[src/rtl/mem_lsu_pkg.sv]
// Shared definitions for the load/store unit: funct3 codes, FSM state
// encoding and the funct3 -> access-size decode.
package lsu_pkg;

    localparam logic [2:0] F3_LB  = 3'b000;
    localparam logic [2:0] F3_LH  = 3'b001;
    localparam logic [2:0] F3_LW  = 3'b010;
    localparam logic [2:0] F3_LD  = 3'b011;
    localparam logic [2:0] F3_LBU = 3'b100;
    localparam logic [2:0] F3_LHU = 3'b101;
    localparam logic [2:0] F3_LWU = 3'b110;

    typedef enum logic [1:0] {
        IDLE,
        BEAT0,
        BEAT1,
        RESP
    } lsu_state_e;

    // Access size in bytes; 0 marks an illegal code. Width-dependent codes
    // (LD, LWU) are filtered by the caller against the bus width.
    function automatic logic [3:0] f3_size(input logic [2:0] funct3);
        case (funct3)
            F3_LB, F3_LBU:  f3_size = 4'd1;
            F3_LH, F3_LHU:  f3_size = 4'd2;
            F3_LW, F3_LWU:  f3_size = 4'd4;
            F3_LD:          f3_size = 4'd8;
            default:        f3_size = 4'd0;
        endcase
    endfunction

endpackage

[src/rtl/mem_lsu_if.sv]
// Core-side request/response bundle and memory-side req/ack bundle.
// lsu_req_if: master = execute stage, slave = LSU.
// lsu_bus_if: master = LSU, slave = data memory.
interface lsu_req_if #(
    parameter int DATA_W = 32,
    parameter int ADDR_W = 32
);
    logic              req_valid;
    logic              req_ready;
    logic              req_we;
    logic [2:0]        req_funct3;
    logic [ADDR_W-1:0] req_addr;
    logic [DATA_W-1:0] req_wdata;
    logic              rsp_valid;
    logic [DATA_W-1:0] rsp_rdata;
    logic              rsp_err;

    modport master (
        output req_valid, req_we, req_funct3, req_addr, req_wdata,
        input  req_ready, rsp_valid, rsp_rdata, rsp_err
    );

    modport slave (
        input  req_valid, req_we, req_funct3, req_addr, req_wdata,
        output req_ready, rsp_valid, rsp_rdata, rsp_err
    );
endinterface

interface lsu_bus_if #(
    parameter int DATA_W = 32,
    parameter int ADDR_W = 32
);
    logic                  bus_req;
    logic                  bus_we;
    logic [ADDR_W-1:0]     bus_addr;
    logic [DATA_W-1:0]     bus_wdata;
    logic [DATA_W/8-1:0]   bus_be;
    logic                  bus_ack;
    logic [DATA_W-1:0]     bus_rdata;

    modport master (
        output bus_req, bus_we, bus_addr, bus_wdata, bus_be,
        input  bus_ack, bus_rdata
    );

    modport slave (
        input  bus_req, bus_we, bus_addr, bus_wdata, bus_be,
        output bus_ack, bus_rdata
    );
endinterface

[src/rtl/mem_lsu_extract.sv]
// Load-result extraction: shifts the two-word capture down by the byte
// offset, keeps `size` bytes and zero/sign extends to the full width.
module mem_lsu_extract #(
    parameter int DATA_W = 32
) (
    input  logic [2*DATA_W-1:0]         cap_i,
    input  logic [$clog2(DATA_W/8)-1:0] off_i,
    input  logic [3:0]                  size_i,
    input  logic                        signed_i,
    output logic [DATA_W-1:0]           data_o
);
    localparam int BYTES = DATA_W / 8;

    logic [DATA_W-1:0] shifted;
    logic              msb;

    // Align, locate the top byte of the access, then fill the upper lanes.
    always_comb begin
        shifted = DATA_W'(cap_i >> {off_i, 3'b000});
        msb     = 1'b0;
        for (int b = 0; b < BYTES; b++) begin
            if (b + 1 == int'(size_i)) begin
                msb = shifted[8*b+7];
            end
        end
        for (int b = 0; b < BYTES; b++) begin
            data_o[8*b +: 8] = (b < int'(size_i)) ? shifted[8*b +: 8]
                                                  : {8{signed_i & msb}};
        end
    end

endmodule

[src/rtl/mem_lsu.sv]
// Load/store unit between execute stage and data-memory bus.
// Decodes funct3, generates byte enables, lane-aligns store data and
// extracts load data. Optional feature macro: MISALIGN_SPLIT_EN -- when
// defined, word-crossing accesses become two bus beats; otherwise they
// are answered with rsp_err and never reach the bus.
module mem_lsu
    import lsu_pkg::*;
#(
    parameter int DATA_W = 32,
    parameter int ADDR_W = 32
) (
    input  logic     clk,
    input  logic     rst,
    lsu_req_if.slave core,
    lsu_bus_if.master bus
);
    localparam int BYTES = DATA_W / 8;
    localparam int OFF_W = $clog2(BYTES);

    lsu_state_e        state_q;
    logic              we_q;
    logic              signed_q;
    logic [3:0]        size_q;
    logic [OFF_W-1:0]  off_q;
    logic [DATA_W-1:0] cap0_q;
`ifdef MISALIGN_SPLIT_EN
    logic              split_q;
    logic [DATA_W-1:0] wdata_q;
    logic [DATA_W-1:0] cap1_q;
`endif
    logic              rsp_valid_q;
    logic              rsp_err_q;
    logic              rsp_load_q;
    logic              bus_req_q;
    logic              bus_we_q;
    logic [ADDR_W-1:0] bus_addr_q;
    logic [DATA_W-1:0] bus_wdata_q;
    logic [BYTES-1:0]  bus_be_q;

    logic [3:0]        size_d;
    logic [OFF_W-1:0]  off_d;
    int                end_d;
    logic              legal_d;
    logic              cross_d;
    logic [ADDR_W-1:0] addr0_d;
    logic [BYTES-1:0]  be0_d;
    logic [DATA_W-1:0] wmask_d;
    logic [DATA_W-1:0] wdata0_d;
`ifdef MISALIGN_SPLIT_EN
    int                end_q;
    logic [BYTES-1:0]  be1_d;
    logic [DATA_W-1:0] wdata1_d;
`endif

    logic [2*DATA_W-1:0] cap_w;
    logic [DATA_W-1:0]   ext_data;

    // Request decode: size, legality, word crossing and first-beat bus fields.
    always_comb begin
        size_d  = f3_size(core.req_funct3);
        off_d   = core.req_addr[OFF_W-1:0];
        end_d   = int'(off_d) + int'(size_d);
        legal_d = (size_d != 4'd0) && (int'(size_d) <= BYTES);
        // LWU only exists on the 64-bit bus; unsigned codes are load-only.
        if (core.req_funct3 == F3_LWU && BYTES == 4) begin
            legal_d = 1'b0;
        end
        if (core.req_we && core.req_funct3[2]) begin
            legal_d = 1'b0;
        end
        cross_d = end_d > BYTES;
        addr0_d = {core.req_addr[ADDR_W-1:OFF_W], {OFF_W{1'b0}}};
        wmask_d = '0;
        for (int b = 0; b < BYTES; b++) begin
            be0_d[b] = (b >= int'(off_d)) && (b < end_d);
            if (b < int'(size_d)) begin
                wmask_d[8*b +: 8] = 8'hFF;
            end
        end
        wdata0_d = (core.req_wdata & wmask_d) << {off_d, 3'b000};
    end

`ifdef MISALIGN_SPLIT_EN
    // Second-beat fields derived from the latched request.
    always_comb begin
        end_q = int'(off_q) + int'(size_q);
        for (int b = 0; b < BYTES; b++) begin
            be1_d[b] = b < (end_q - BYTES);
        end
        wdata1_d = wdata_q >> (8 * (BYTES - int'(off_q)));
    end

    assign cap_w = {cap1_q, cap0_q};
`else
    assign cap_w = {{DATA_W{1'b0}}, cap0_q};
`endif

    mem_lsu_extract #(
        .DATA_W (DATA_W)
    ) u_extract (
        .cap_i    (cap_w),
        .off_i    (off_q),
        .size_i   (size_q),
        .signed_i (signed_q),
        .data_o   (ext_data)
    );

    // Sequencer: accept, drive one or two bus beats, then pulse the response.
    always_ff @(posedge clk) begin
        if (rst) begin
            state_q     <= IDLE;
            we_q        <= 1'b0;
            signed_q    <= 1'b0;
            size_q      <= '0;
            off_q       <= '0;
            cap0_q      <= '0;
`ifdef MISALIGN_SPLIT_EN
            split_q     <= 1'b0;
            wdata_q     <= '0;
            cap1_q      <= '0;
`endif
            rsp_valid_q <= 1'b0;
            rsp_err_q   <= 1'b0;
            rsp_load_q  <= 1'b0;
            bus_req_q   <= 1'b0;
            bus_we_q    <= 1'b0;
            bus_addr_q  <= '0;
            bus_wdata_q <= '0;
            bus_be_q    <= '0;
        end else begin
            case (state_q)
                IDLE: begin
                    if (core.req_valid) begin
`ifdef MISALIGN_SPLIT_EN
                        if (!legal_d) begin
`else
                        if (!legal_d || cross_d) begin
`endif
                            rsp_valid_q <= 1'b1;
                            rsp_err_q   <= 1'b1;
                            rsp_load_q  <= 1'b0;
                            state_q     <= RESP;
                        end else begin
                            we_q        <= core.req_we;
                            signed_q    <= ~core.req_funct3[2];
                            size_q      <= size_d;
                            off_q       <= off_d;
`ifdef MISALIGN_SPLIT_EN
                            split_q     <= cross_d;
                            wdata_q     <= core.req_wdata & wmask_d;
`endif
                            bus_req_q   <= 1'b1;
                            bus_we_q    <= core.req_we;
                            bus_addr_q  <= addr0_d;
                            bus_wdata_q <= wdata0_d;
                            bus_be_q    <= be0_d;
                            state_q     <= BEAT0;
                        end
                    end
                end
                BEAT0: begin
                    if (bus.bus_ack) begin
                        cap0_q <= bus.bus_rdata;
`ifdef MISALIGN_SPLIT_EN
                        if (split_q) begin
                            bus_addr_q  <= bus_addr_q + ADDR_W'(BYTES);
                            bus_be_q    <= be1_d;
                            bus_wdata_q <= wdata1_d;
                            state_q     <= BEAT1;
                        end else
`endif
                        begin
                            bus_req_q   <= 1'b0;
                            bus_be_q    <= '0;
                            rsp_valid_q <= 1'b1;
                            rsp_load_q  <= ~we_q;
                            state_q     <= RESP;
                        end
                    end
                end
`ifdef MISALIGN_SPLIT_EN
                BEAT1: begin
                    if (bus.bus_ack) begin
                        cap1_q      <= bus.bus_rdata;
                        bus_req_q   <= 1'b0;
                        bus_be_q    <= '0;
                        rsp_valid_q <= 1'b1;
                        rsp_load_q  <= ~we_q;
                        state_q     <= RESP;
                    end
                end
`endif
                RESP: begin
                    rsp_valid_q <= 1'b0;
                    rsp_err_q   <= 1'b0;
                    rsp_load_q  <= 1'b0;
                    state_q     <= IDLE;
                end
                default: begin
                    state_q <= IDLE;
                end
            endcase
        end
    end

    assign core.req_ready = (state_q == IDLE) && !rst;
    assign core.rsp_valid = rsp_valid_q;
    assign core.rsp_err   = rsp_err_q;
    assign core.rsp_rdata = rsp_load_q ? ext_data : '0;

    assign bus.bus_req   = bus_req_q;
    assign bus.bus_we    = bus_we_q;
    assign bus.bus_addr  = bus_addr_q;
    assign bus.bus_wdata = bus_wdata_q;
    assign bus.bus_be    = bus_be_q;

endmodule

[src/flat_wrapper.sv]
// flat-port wrapper written by rule: the top's interface ports become plain ports
module mem_lsu_flat import lsu_pkg::*;
#(
    parameter int DATA_W = 32,
    parameter int ADDR_W = 32
)
  (clk, rst, core_req_valid, core_req_we, core_req_funct3, core_req_addr, core_req_wdata, core_req_ready, core_rsp_valid, core_rsp_rdata, core_rsp_err, bus_bus_req, bus_bus_we, bus_bus_addr, bus_bus_wdata, bus_bus_be, bus_bus_ack, bus_bus_rdata);
  lsu_req_if #(.DATA_W(DATA_W), .ADDR_W(ADDR_W)) core_i ();
  lsu_bus_if #(.DATA_W(DATA_W), .ADDR_W(ADDR_W)) bus_i ();
  input  logic clk;
  input  logic rst;
  input wire logic [$bits(core_i.req_valid)-1:0] core_req_valid;
  input wire logic [$bits(core_i.req_we)-1:0] core_req_we;
  input wire logic [$bits(core_i.req_funct3)-1:0] core_req_funct3;
  input wire logic [$bits(core_i.req_addr)-1:0] core_req_addr;
  input wire logic [$bits(core_i.req_wdata)-1:0] core_req_wdata;
  output wire logic [$bits(core_i.req_ready)-1:0] core_req_ready;
  output wire logic [$bits(core_i.rsp_valid)-1:0] core_rsp_valid;
  output wire logic [$bits(core_i.rsp_rdata)-1:0] core_rsp_rdata;
  output wire logic [$bits(core_i.rsp_err)-1:0] core_rsp_err;
  output wire logic [$bits(bus_i.bus_req)-1:0] bus_bus_req;
  output wire logic [$bits(bus_i.bus_we)-1:0] bus_bus_we;
  output wire logic [$bits(bus_i.bus_addr)-1:0] bus_bus_addr;
  output wire logic [$bits(bus_i.bus_wdata)-1:0] bus_bus_wdata;
  output wire logic [$bits(bus_i.bus_be)-1:0] bus_bus_be;
  input wire logic [$bits(bus_i.bus_ack)-1:0] bus_bus_ack;
  input wire logic [$bits(bus_i.bus_rdata)-1:0] bus_bus_rdata;
  assign core_i.req_valid = core_req_valid;
  assign core_i.req_we = core_req_we;
  assign core_i.req_funct3 = core_req_funct3;
  assign core_i.req_addr = core_req_addr;
  assign core_i.req_wdata = core_req_wdata;
  assign core_req_ready = core_i.req_ready;
  assign core_rsp_valid = core_i.rsp_valid;
  assign core_rsp_rdata = core_i.rsp_rdata;
  assign core_rsp_err = core_i.rsp_err;
  assign bus_bus_req = bus_i.bus_req;
  assign bus_bus_we = bus_i.bus_we;
  assign bus_bus_addr = bus_i.bus_addr;
  assign bus_bus_wdata = bus_i.bus_wdata;
  assign bus_bus_be = bus_i.bus_be;
  assign bus_i.bus_ack = bus_bus_ack;
  assign bus_i.bus_rdata = bus_bus_rdata;
  mem_lsu #(.DATA_W(DATA_W), .ADDR_W(ADDR_W)) u_core (.clk(clk), .rst(rst), .core(core_i), .bus(bus_i));
endmodule
[config.mk]
export PLATFORM = sky130hd
export DESIGN_NAME = mem_lsu_flat
export DESIGN_NICKNAME = d
export VERILOG_FILES = /design/src/rtl/mem_lsu_pkg.sv /design/src/rtl/mem_lsu_if.sv /design/src/rtl/mem_lsu_extract.sv /design/src/rtl/mem_lsu.sv /design/src/flat_wrapper.sv
export SDC_FILE = /design/constraint.sdc
export NUM_CORES = 1
export LEC_CHECK = 0
export CAP_MARGIN = 20
export CORE_AREA = 5 5 123 125
export DETAILED_ROUTE_END_ITERATION = 7
export DIE_AREA = 0 0 128 130
export GPL_ROUTABILITY_DRIVEN = 0
export PLACE_DENSITY = 0.8
export REMOVE_ABC_BUFFERS = 1
export SYNTH_ARGS = -nofsm -noshare
export SYNTH_HDL_FRONTEND = slang
export SYNTH_HIERARCHICAL = 1
export SYNTH_SLANG_ARGS = --single-unit
[constraint.sdc]
create_clock -name clk -period 3.6 [get_ports clk]
set_input_delay 0.9 -clock clk [delete_from_list [all_inputs] [get_ports clk]]
set_output_delay 0.9 -clock clk [all_outputs]
set_load 0.03 [all_outputs]
==> results of run 1 <==
==> per-layer routing <==
metal  GRT usage  vias up  routed length (µm)
met5           0        -                  13
met4      0.0462        2                 201
met3       0.115       14                2310
met2       0.385      248                8900
met1       0.253     2785                7340
li1            -     2988                   -
==> what timing repair did <==
| item | in CTS | in global routing |
|---|---|---|
| setup endpoints to repair | 24 | 16 |
| cloned | 0 | 0 |
| buffers inserted | 3 | 0 |
| pin swaps | 2 | 1 |
| resized for setup | 11 | 13 |
==> worst register-to-register path, cell delays in order (launching register included) <==
cell and delay [ns]:
dfxtp_1 0.39, nor3b_2 0.38, o221ai_4 0.20, a21o_2 0.32, buf_12 0.20, a211oi_1 0.20, nor3_1 0.08
==> synthesized netlist by cell type, types with 2 or more instances <==
| master | count | area share |
|---|---|---|
| nand2_1 | 166 | 0.10 |
| or2_2 | 5 | 0.0051 |
| nor3b_2 | 2 | 0.0041 |
| nor2b_1 | 11 | 0.011 |
| mux2i_1 | 15 | 0.024 |
| a22o_1 | 9 | 0.013 |
| nand3b_1 | 16 | 0.020 |
| buf_1 | 5 | 0.0031 |
| clkbuf_1 | 30 | 0.018 |
| nand2b_1 | 11 | 0.011 |
| a21o_1 | 2 | 0.0024 |
| and3_1 | 3 | 0.0031 |
| nand3_1 | 9 | 0.0073 |
| buf_4 | 4 | 0.0049 |
| dfxtp_1 | 112 | 0.36 |
| nor3b_1 | 2 | 0.0024 |
| a211oi_1 | 18 | 0.022 |
| and2_1 | 32 | 0.033 |
| clkbuf_2 | 3 | 0.0024 |
| o2bb2ai_1 | 4 | 0.0057 |
| buf_2 | 19 | 0.015 |
| mux4_2 | 28 | 0.10 |
| buf_6 | 4 | 0.0073 |
| o21ai_0 | 33 | 0.027 |
| o21ai_1 | 6 | 0.0049 |
| a21oi_1 | 95 | 0.077 |
| inv_1 | 2 | 0.0012 |
| ha_1 | 2 | 0.0041 |
| nor3_1 | 30 | 0.024 |
| nor2_1 | 37 | 0.023 |
==> power by group <==
group	switching, mW	total [mW]	internal [mW]
registers	0.0472	1.34	1.30
logic	0.347	0.658	0.311
clock network	0.507	1.07	0.564
total	0.901	3.07	2.17
==> registers in the layout, indices dropped and copies added, names as in the netlist <==
signal / count
u_core/signed_q: 1
u_core/size_q: 4
u_core/off_q: 2
u_core/bus.bus_wdata: 32
u_core/bus.bus_req: 1
u_core/bus.bus_addr: 30
u_core/cap0_q: 32
u_core/bus.bus_we: 1
u_core/core.rsp_err: 1
u_core/bus.bus_be: 4
u_core/core.rsp_valid: 1
u_core/rsp_load_q: 1
u_core/state_q: 2
==> worst max-delay path by stage <==
stage	from	end	slack (ns)	depth (start not counted)
detailed placement	core_req_funct3[1]	u_core/bus.bus_addr[19]	0.09	9
floorplan	u_core/off_q[0]	core_rsp_rdata[16]	-0.15	5
finish	u_core/off_q[0]	core_rsp_rdata[16]	0.03	7
global placement	u_core/off_q[0]	core_rsp_rdata[15]	0.18	7
global route	u_core/off_q[0]	core_rsp_rdata[16]	-0.09	7
CTS	u_core/off_q[0]	core_rsp_rdata[25]	0.0005	8
==> area by class of cell <==
cell class | count | share of cell area
clock buffers | 9 | 0.0253
clock inverters | 7 | 0.0112
inverters | 2 | 0.000843
multi-input cells | 609 | 0.423
flip-flops and latches | 112 | 0.252
well taps | 180 | 0.0253
repair buffers | 236 | 0.262
==> cells by family after synthesis <==
group | synth area share
buffers and inverters | 0.0527
AOI/OAI and AO/OA | 0.181
muxes | 0.131
other | 0.000610
xor gates and xnor gates | 0.00407
and+or+nand+nor | 0.258
DFF | 0.365
adders and majority gates | 0.00733
==> results by group, run 1 <==
Timing
  • Least-Margin Pin Slew: 0.845 ns
  • Final Cycle Share: 0.993
  • RSZ-0062 raised after global routing: true
  • Final clock skew: about 0.010 ns
  • Minimum clock period: around 3.6 ns
  • Fin Setup TNS: 0 ns
  • Final WS setup: 0.0260 ns
  • Fmax: about 0.28 GHz
  • Hold Vio Cnt, Final: 0
  • Max-slew violations: 0
  • Hold slack final: ~0.46 ns
  • Slew headroom: 0.436
  • Final setup violation count: 0

Route
  • DRT Pass-1 Iters: 5
  • Via density: about 5.2
  • Remaining DRCs: 0
  • Routed len/inst: about 16 µm
  • Routed WL: around 19 mm
  • Detail Route Antenna Nets: 0
  • DRT iter0 DRCs: about 380
  • Vias: between 6,000 and 7,000

Hold path
  • HP Start: u_core/cap0_q[2]
  • Hold worst-path end: u_core/cap0_q[2]
  • Hold path depth: 2
  • HP Class: flop to flop

Synth
  • Sequential share of the synthesized area: 0.365
  • Ys flop type: dfxtp_1
  • Mapped Cells: 740
  • Post-synth EDFFs: 0
  • Avg Inst Size Synth: about 8.3 µm²
  • Mapped Area: slightly above 6000 µm²
  • Yosys warning total: 6
  • Yosys cell types: between 50 and 60
  • Post-synth ARST share: 0
  • Synth Register Bits: ~110

Clock network
  • TritonCTS clock tree: yes
  • H-tree levels: 3
  • Clock Sinks: ~110
  • Cts bufs inserted: 9
  • Clock latency at the later pin of the worst-skew pair: approximately 0.35 ns
  • Worst-path clk slew: roughly 0.080 ns
  • Post-CTS Hold Fix Bufs: 0
  • CTS root buf: clkbuf_16
  • CTS Buffer Depth: 2

Final layout
  • Post-Layout Inst Area: roughly 8900 µm²
  • Commonest non-fill, non-tap cell in the layout: clkdlybuf4s50_1
  • N_diodes: 0
  • Share of layout cells above drive strength 1: 0.109
  • Synthesis-to-layout area growth: 44.9%
  • Total of fill cells in the finished design: about 1,200
  • Area of the multi-input gates: between 3000 and 4000 µm²
  • Final Non-Filler Cells: ~1,200
  • Most frequent cells in the layout: clkdlybuf4s50_1, nand2_1, dfxtp_1
  • Register area: about 2200 µm²
  • Net count, final: approximately 1,100
  • Final core occ: 0.647

Die
  • Total die area: approximately 17,000 µm²
  • Die Y: 130 µm
  • Rows: 43
  • Core area: about 14,000 µm²
  • Io pins: between 200 and 250
  • Starting Density: 0.446
  • Die width: between 100 and 150 µm

Global route
  • Largest net degree at the start of global routing: 86
  • Remaining global-route overflow: 0
  • Initial antenna violation count: 1
  • First-pass GRT wire length: 30.0 mm
  • Gr usage total: 0.225
  • Vias in the first global route: ~6,000

Setup path
  • Max stage delay on crit path: between 0.6 and 0.7 ns
  • Kind of critical path: flop to output pin
  • Reg2Reg Depth: 6
  • Crit. End Element: output pin
  • RR Startpoint: u_core/state_q[1]
  • CP Cell Sequence: mux2i_2 -> o32ai_4 -> nor4_4 -> buf_4 -> nor3_1 -> and2_1 -> clkdlybuf4s50_1
  • Setup slack, reg-to-reg: ~1.7 ns
  • Worst Path Buf+Inv: 2
  • Worst endpoint data arrival time: 2.67 ns
  • Worst-path fanout max: 8
  • WP data required: around 2.7 ns
  • Worst reg2reg endpoint: u_core/bus.bus_wdata[27]
  • CP Launch Type: flop
  • Slowest CP cell: clkdlybuf4s50_1
  • CP delay by family, top: buffers and inverters

Status
  • Outcome: completed

Power
  • Max VDD drop: 339 µV
  • Power consumption: 3.07 mW
  • Pwr Density: around 350 nW/µm²
  • Leakage power: around 3.5 nW

Placement
  • Dpl cells: 1,136
  • DP HPWL: roughly 14 mm
  • Port bufs: 206
  • Cell Area, Placed: around 8500 µm²
  • Pre-CTS setup slack: ~0.088 ns

Job
  • Max-capacitance violation count: 0
No activity file was read; power rests on OpenSTA's default activity.
==> run 2, diff against run 1 <==
--- a/config.mk
+++ b/config.mk
@@ -7,6 +7,7 @@
 export LEC_CHECK = 0
 export CAP_MARGIN = 20
 export CORE_AREA = 5 5 123 125
+export CTS_CLUSTER_DIAMETER = 150
 export DETAILED_ROUTE_END_ITERATION = 7
 export DIE_AREA = 0 0 128 130
 export GPL_ROUTABILITY_DRIVEN = 0
==> results of run 2 <==
No change in the layout: final DEF, timing and power equal those of run 1.
